$ cat src/rtl/mem_access_ctrl.sv
// Memory access controller: latches MAR/MDR from the CPU bus and sequences each
// RAM access through IDLE -> [WAIT] -> ACCESS -> DONE with a req/ack handshake.
module mem_access_ctrl #(
    parameter int DEPTH       = 9,
    parameter int WIDTH       = 32,
    parameter int WAIT_STATES = 1
) (
    input  logic             clk,
    input  logic             rst_n,
    input  logic             req,
    input  logic             we,
    input  logic [31:0]      addr,
    input  logic [WIDTH-1:0] wdata,
    output logic [WIDTH-1:0] rdata,
    output logic             ack,
    output logic             busy,
    output logic             err,
    output logic [DEPTH-1:0] ram_addr,
    output logic [WIDTH-1:0] ram_wdata,
    output logic             ram_wr_en,
    input  logic [WIDTH-1:0] ram_rdata
);

    typedef enum logic [1:0] {
        ST_IDLE   = 2'd0,
        ST_WAIT   = 2'd1,
        ST_ACCESS = 2'd2,
        ST_DONE   = 2'd3
    } state_t;

    localparam logic [3:0] CNT_INIT = (WAIT_STATES > 0) ? 4'(WAIT_STATES - 1) : 4'd0;

    state_t           state_r;
    state_t           state_s;
    logic [DEPTH-1:0] mar_r;
    logic [WIDTH-1:0] mdr_r;
    logic [3:0]       cnt_r;
    logic             we_r;
    logic             err_r;
    logic             out_of_range_s;

    // Any address bit above the RAM range makes the request invalid.
    function automatic logic addr_out_of_range(input logic [31:0] a);
        return (a >> DEPTH) != 32'd0;
    endfunction

    // Decode the out-of-range condition of the presented bus address.
    always_comb begin
        out_of_range_s = addr_out_of_range(addr);
    end

    // Next-state logic.
    always_comb begin
        state_s = state_r;
        case (state_r)
            ST_IDLE: begin
                if (req) begin
                    if (out_of_range_s) begin
                        state_s = ST_DONE;
                    end else if (WAIT_STATES == 0) begin
                        state_s = ST_ACCESS;
                    end else begin
                        state_s = ST_WAIT;
                    end
                end else begin
                    state_s = ST_IDLE;
                end
            end
            ST_WAIT: begin
                if (cnt_r == 4'd0) begin
                    state_s = ST_ACCESS;
                end else begin
                    state_s = ST_WAIT;
                end
            end
            ST_ACCESS: state_s = ST_DONE;
            ST_DONE:   state_s = ST_IDLE;
            default:   state_s = ST_IDLE;
        endcase
    end

    // State register.
    always_ff @(posedge clk or negedge rst_n) begin
        if (!rst_n) begin
            state_r <= ST_IDLE;
        end else begin
            state_r <= state_s;
        end
    end

    // MAR/MDR, latched direction, error flag and wait counter.
    always_ff @(posedge clk or negedge rst_n) begin
        if (!rst_n) begin
            mar_r <= '0;
            mdr_r <= '0;
            cnt_r <= 4'd0;
            we_r  <= 1'b0;
            err_r <= 1'b0;
        end else begin
            case (state_r)
                ST_IDLE: begin
                    if (req) begin
                        mar_r <= addr[DEPTH-1:0];
                        we_r  <= we;
                        err_r <= out_of_range_s;
                        cnt_r <= CNT_INIT;
                        // An invalid write must not disturb what rdata shows.
                        if (we && !out_of_range_s) begin
                            mdr_r <= wdata;
                        end
                    end
                end
                ST_WAIT: begin
                    if (cnt_r != 4'd0) begin
                        cnt_r <= cnt_r - 4'd1;
                    end
                end
                ST_ACCESS: begin
                    if (!we_r) begin
                        mdr_r <= ram_rdata;
                    end
                end
                ST_DONE: begin
                    err_r <= err_r;
                end
                default: begin
                    err_r <= 1'b0;
                end
            endcase
        end
    end

    // Outputs decoded straight from registers so they never glitch.
    always_comb begin
        ack       = (state_r == ST_DONE);
        busy      = (state_r != ST_IDLE);
        err       = (state_r == ST_DONE) && err_r;
        ram_wr_en = (state_r == ST_ACCESS) && we_r;
        rdata     = mdr_r;
        ram_wdata = mdr_r;
        ram_addr  = mar_r;
    end

endmodule

$ cat config.mk
export PLATFORM = sky130hd
export DESIGN_NAME = mem_access_ctrl
export DESIGN_NICKNAME = d
export VERILOG_FILES = /design/src/rtl/mem_access_ctrl.sv
export SDC_FILE = /design/constraint.sdc
export NUM_CORES = 1
export LEC_CHECK = 0
export BUFFER_PORTS_ARGS = -buffer_cell sky130_fd_sc_hd__buf_2
export CAP_MARGIN = 20
export CELL_PAD_IN_SITES_DETAIL_PLACEMENT = 1
export CELL_PAD_IN_SITES_GLOBAL_PLACEMENT = 2
export CORE_ASPECT_RATIO = 0.5
export CORE_MARGIN = 1
export CORE_UTILIZATION = 21
export CTS_CLUSTER_SIZE = 20
export DETAILED_ROUTE_END_ITERATION = 6
export PLACE_DENSITY = 0.87
export REMOVE_ABC_BUFFERS = 1
export SLEW_MARGIN = 15
export SYNTH_ARGS = -nofsm -noshare
export SYNTH_HDL_FRONTEND = slang
export SYNTH_SLANG_ARGS = --single-unit
$ cat constraint.sdc
create_clock -name clk -period 1.75 [get_ports clk]
set_input_delay 0.175 -clock clk [delete_from_list [all_inputs] [get_ports clk]]
set_output_delay 0.175 -clock clk [all_outputs]
set_load 0.05 [all_outputs]
### Yosys cells after proc, flatten, opt, wreduce, memory -nomap -nowiden

Cells that the tools add are included.

* add/sub/neg operators: 1
* bitwise operators: 0
* muxes and demuxes: 11
* shifts and indexed selects: 0
* div/mod/pow operators: 0
* reduce and logical (&&, ||, !) cells: 14
* multiply operators: 0
* eq/ne operators: 7
* magnitude comparators: 0

Operators with widths (number)
* 32-bit two-way mux: 3
* 32-bit case mux with 2 select lines: 1
* 32-bit nonzero test: 1
* 4-bit two-way mux: 2
* 2-bit inequality test, second input constant: 4
* 2-bit case mux with 4 select lines: 1
* 4-bit case mux with 2 select lines: 1
* 2-bit two-way mux: 3
* 2-bit nonzero test: 3
* 2-bit equality test, second input constant: 2
* 4-bit zero test: 1
* 4-bit AND reduction: 1
* 4-bit nonzero test: 1
* 4-bit by 1-bit subtractor with 4-bit output, second input constant: 1
* 1-bit logical AND: 3
* 3-bit AND reduction: 1
* 2-bit by 1-bit equality test with 1-bit output, second input constant: 1
* 2-bit zero test: 1
* 2-bit AND reduction: 1
* 1-bit zero test: 1

* latch bits: 0
* logic and storage cells: 39
* register bits: 49
* memories kept: 0
* ROM bits: 0
* RAM bits: 0
* input port bits: 100

### Logic depth before layout (Yosys ltp)

* word-level depth: 6
* depth in mapped cells: 7

### Least setup slack after synthesis

No wires, ideal clock.

* path type: flip-flop to flip-flop
* from: register state_r[1]
* to: register mdr_r[15] (netlist: ram_wdata[15])
* path slack: -0.022 ns
* clock period less this slack: 1.772 ns
* setup time: 0.125 ns
* required time: 1.625 ns
* path buffers: 2
* stages on the path, launching flop included: 6
* data arrival time: 1.647 ns
* path through: dfrtp_1 -> buf_2 -> nand2_1 -> clkbuf_1 -> mux2_2 -> mux2_2

* longest elaborated chain between the ends: 3
* elaborated cells on any way between the ends: 8
* those cells by class: 4 x eq/ne; 1 x mux; 3 x reduce/logical

Ends and longest elaborated chain
* start, declared: line 33 `state_t state_r;`
* start signal, assigned: line 87 `state_r <= state_s;`
* 2-bit equality test or 2-bit zero test (tied branches): line 100 `case (state_r)`
* 2-bit inequality test (no line) or 2-bit nonzero test (tied branches)
* 4-bit AND reduction (no line)
* end signal, assigned: line 109 `mdr_r <= wdata;`
* end signal, assigned: line 120 `mdr_r <= ram_rdata;`
* end, declared: line 36 `logic [WIDTH-1:0] mdr_r;`

Parallel ways exist; a longest one is shown, timed or not.
A chain may end at the register's enable or synchronous reset.

### Final worst setup path

* from: register state_r[1]
* to: register mdr_r[5] (netlist: ram_wdata[5])

The elaborated chain is that of the path after synthesis.

==> summary.md <==
The flow ran to the end, and the final reports show no timing, DRC or antenna violations. The number of hold violations in the final report is 0. From synthesis to final layout, the design area changed by 41.5%. The top cell type's share of synthesized area was 46.3%; the number of placement rows was 28. Synthesis instantiated 25 different standard cells from the library.

The floorplan core area was 12100 um^2; the part of the Yosys area used for sequential elements was 46.3%. The number of buffers added by the clock tree synthesis step came out at 5. The logs give 0 for the count of antenna-violating nets left after detailed routing and 0 for the number of synthesis warnings.

I/O pin count: 177. The tools report the count of TritonRoute iterations in the first routing pass as 4. The run gives 7.83 ps as the final clock skew.

Tracing the worst setup path back leads to its startpoint at state_r[1]. TritonCTS built the clock tree. For the pin with the worst max-slew slack, the measured transition is 492 ps.

The start of the worst register-to-register path is state_r[1]. In the layout the commonest cells are sky130_fd_sc_hd__buf_2, sky130_fd_sc_hd__mux2_2, sky130_fd_sc_hd__dfrtp_1, sky130_fd_sc_hd__nand2_1, sky130_fd_sc_hd__nor2_1. Number of H-tree levels: 2.

Cells fill 31.1% of the core in the end. The cell family contributing the most delay on the critical path is flip-flops. Setup violations remaining at the end of the flow were counted as 0. After clock tree synthesis, the clock-pin slew on the worst setup and hold paths is 80 ps. The detailed router finished its first iteration with 67 violations. The run gives 2650 um^2 as the post-synthesis instance area. Traced cell by cell, the critical path runs through nand2_1 -> o2111ai_2 -> o31ai_4 -> buf_4 -> clkbuf_16 -> mux2_2.

In the final routed layout, each cell accounts on average for 12.9 um. Headroom to the max-slew limit came out at 67.1%. For this run, the total global-route usage over all layers was measured as 10.8%. The clock passes through at most 2 buffers. The tree built by TritonCTS fans out to 49 sinks. The detailed router put a total of 2.74 mm of wire on met1. Once detailed placement completed, the half-perimeter wirelength came to 5.68 mm. For this run the aggregate overflow at the end of global routing stands at 0. The floorplan step defined a die boundary enclosing 13100 um^2. The classification of the worst-slack hold path is in2reg.

The biggest area contributor in the post-synthesis netlist is sky130_fd_sc_hd__dfrtp_1. After detailed routing, no signal wire sits above met4. Setup repair after global routing left no endpoint under its margin. In the post-synthesis netlist, the biggest area contributors are sky130_fd_sc_hd__dfrtp_1, sky130_fd_sc_hd__mux2_2, sky130_fd_sc_hd__buf_4, sky130_fd_sc_hd__nand2_1, sky130_fd_sc_hd__buf_6.

The kind of critical path is reg2reg. The startpoint identified for the worst hold timing path is addr[5]. After synthesis, the share of flip-flops with an asynchronous set or reset is 100%. Startpoint kind of the worst setup timing path: a register. After technology mapping, the gate count stands at 234.

The number of inserted diodes was 0; the post-route fraction of the period consumed by the critical path was 95.4%. Leaving out fill and tap cells, the most frequent cell in the layout is sky130_fd_sc_hd__buf_2. The first global-routing pass estimated 11.2 mm of wire. The clock root buffer was sky130_fd_sc_hd__clkbuf_16. The worst setup path is captured at a register. For the worst-skew pair, the clock arrives at the later sink with an insertion delay of 300 ps. For the placer's final routability congestion estimate, the log shows 0.711. For this run, design rule violations remaining after detail routing come to 0.

The die boundary width works out to 161 um. The run gives 3530 um^2 as the total placed instance area. Wires add up to 7.14 mm. The most used flip-flop cell after synthesis is sky130_fd_sc_hd__dfrtp_1. Detailed routing placed a total of 4.09 mm of wire on met2. The die height works out to 81.4 um. Number of flops mapped to enable cells by yosys: 0. Among all stages on the critical path, the largest delay is contributed by sky130_fd_sc_hd__dfrtp_2. Based on the critical path, the design can be clocked at up to 599 MHz. The logs give 2280 for the number of global-route vias before repair and 31 for the largest net degree at the start of global routing. The via count of the routed design is 2192.

The post-layout instance area is 3750 um^2, and the max-slew violation count is 0. The post-route netlist has 67.5% of its cells at a drive strength greater than 1. The tool flagged a number of max-cap violations equal to 0. The initial utilization of the core area, before any placement, comes to 22.0%. Count of buffers inserted at the top-level ports: 176. The average instance in the mapped netlist occupies 11.3 um^2.

In the routed layout, each cell is associated on average with a via count of 3.96. The maximum fanout along the worst path was 12. Number of antenna violations at the first check in global routing: 0. Summed over all nets, wire length on met3 after detailed routing comes to 259 um. The final period demand of the worst path came out at 1670 ps. The required time of the worst setup path is 1930 ps, and the count of state elements after synthesis is 49.

The net count of the finished layout is 489, and the delay of the slowest cell on the worst path is 460 ps. Arrival time at the worst endpoint: 1850 ps. The number of buffers and inverters on the critical path is 2.
## registers in the layout (all words and copies together), names as in the netlist
name / flops
cnt_r: 4
err_r: 1
ram_addr: 9
ram_wdata: 32
state_r: 2
we_r: 1
## kinds of logic (layout without fill, tap and decap cells)
kind of cell | after synthesis | after routing | share of synthesized area, %
DFF | 49 | 49 | 46.3
and+or+nand+nor | 60 | 60 | 9.97
buffers and inverters | 48 | 202 | 12.3
AOI/OAI and AO/OA | 9 | 9 | 2.60
muxes | 64 | 64 | 27.2
xor gates and xnor gates | 2 | 2 | 0.662
adders and majority gates | 2 | 2 | 0.945
## timing repair
item                                   in CTS  in global routing
hold buffers                                1                  0
endpoints found under the hold margin      19                  0
resized for setup                           0                  5
setup endpoints to repair                   0                 11
setup buffers                               0                  2
## worst paths after layout
kind	to	cells after the start	slack, ps
max	ram_wdata[5]	6	80
min	ram_addr[5]	3	60
max reg2reg	ram_wdata[5]	6	80
min reg2reg	ram_addr[2]	2	470
max in group asynchronous	ram_wdata[22]	3	830
min in group asynchronous	ram_addr[0]	2	370
## tightest hold or removal path, cell delays in order
cell	delay (ps)
sky130_fd_sc_hd__buf_2	70
sky130_fd_sc_hd__nand2_1	40
sky130_fd_sc_hd__nand2_1	50
## cell usage after synthesis (all sizes together) (2+ instances only)
master / count
xor2: 2
mux2: 64
o21ai: 5
nand3: 5
nor4: 5
ha: 2
nand2: 34
buf: 37
clkbuf: 5
dfrtp: 49
nor3: 2
inv: 6
nor2: 8
and2: 2
## per-stage QoR
| stage | setup TNS [ps] | cells | setup WS [ps] | hold WS [ps] |
|---|---|---|---|---|
| 6_report | 0 | 553 | 80.6 | 64.7 |
| 3_3_place_gp | -3470 | 541 | -115 | 160 |
| 5_1_grt | 0 | 553 | 6.08 | 75.2 |
| 2_1_floorplan | -11730 | 192 | -405 | -121 |
| 3_5_place_dp | -3840 | 541 | -133 | 163 |
| 4_1_cts | 0 | 550 | 61.3 | 59.8 |
## final cells by class
cell class              instances  area (um^2)
flip-flops and latches         49         1230
fillers                      1435         8310
inverters                       6         22.5
repair buffers                188         1030
clock buffers                   5          125
well taps                     165          206
multi-input cells             137         1100
clock inverters                 3         28.8
## layer usage
metal / track usage [%] / vias to the layer above
met2: 20.6 / 46
met4: 2.83 / 0
met3: 2.35 / 5
li1: - / 1072
met5: 0 / -
met1: 12.4 / 1069
Power is not shown: default switching activity piles up to over one toggle a cycle in this logic, so the estimate is an artifact.
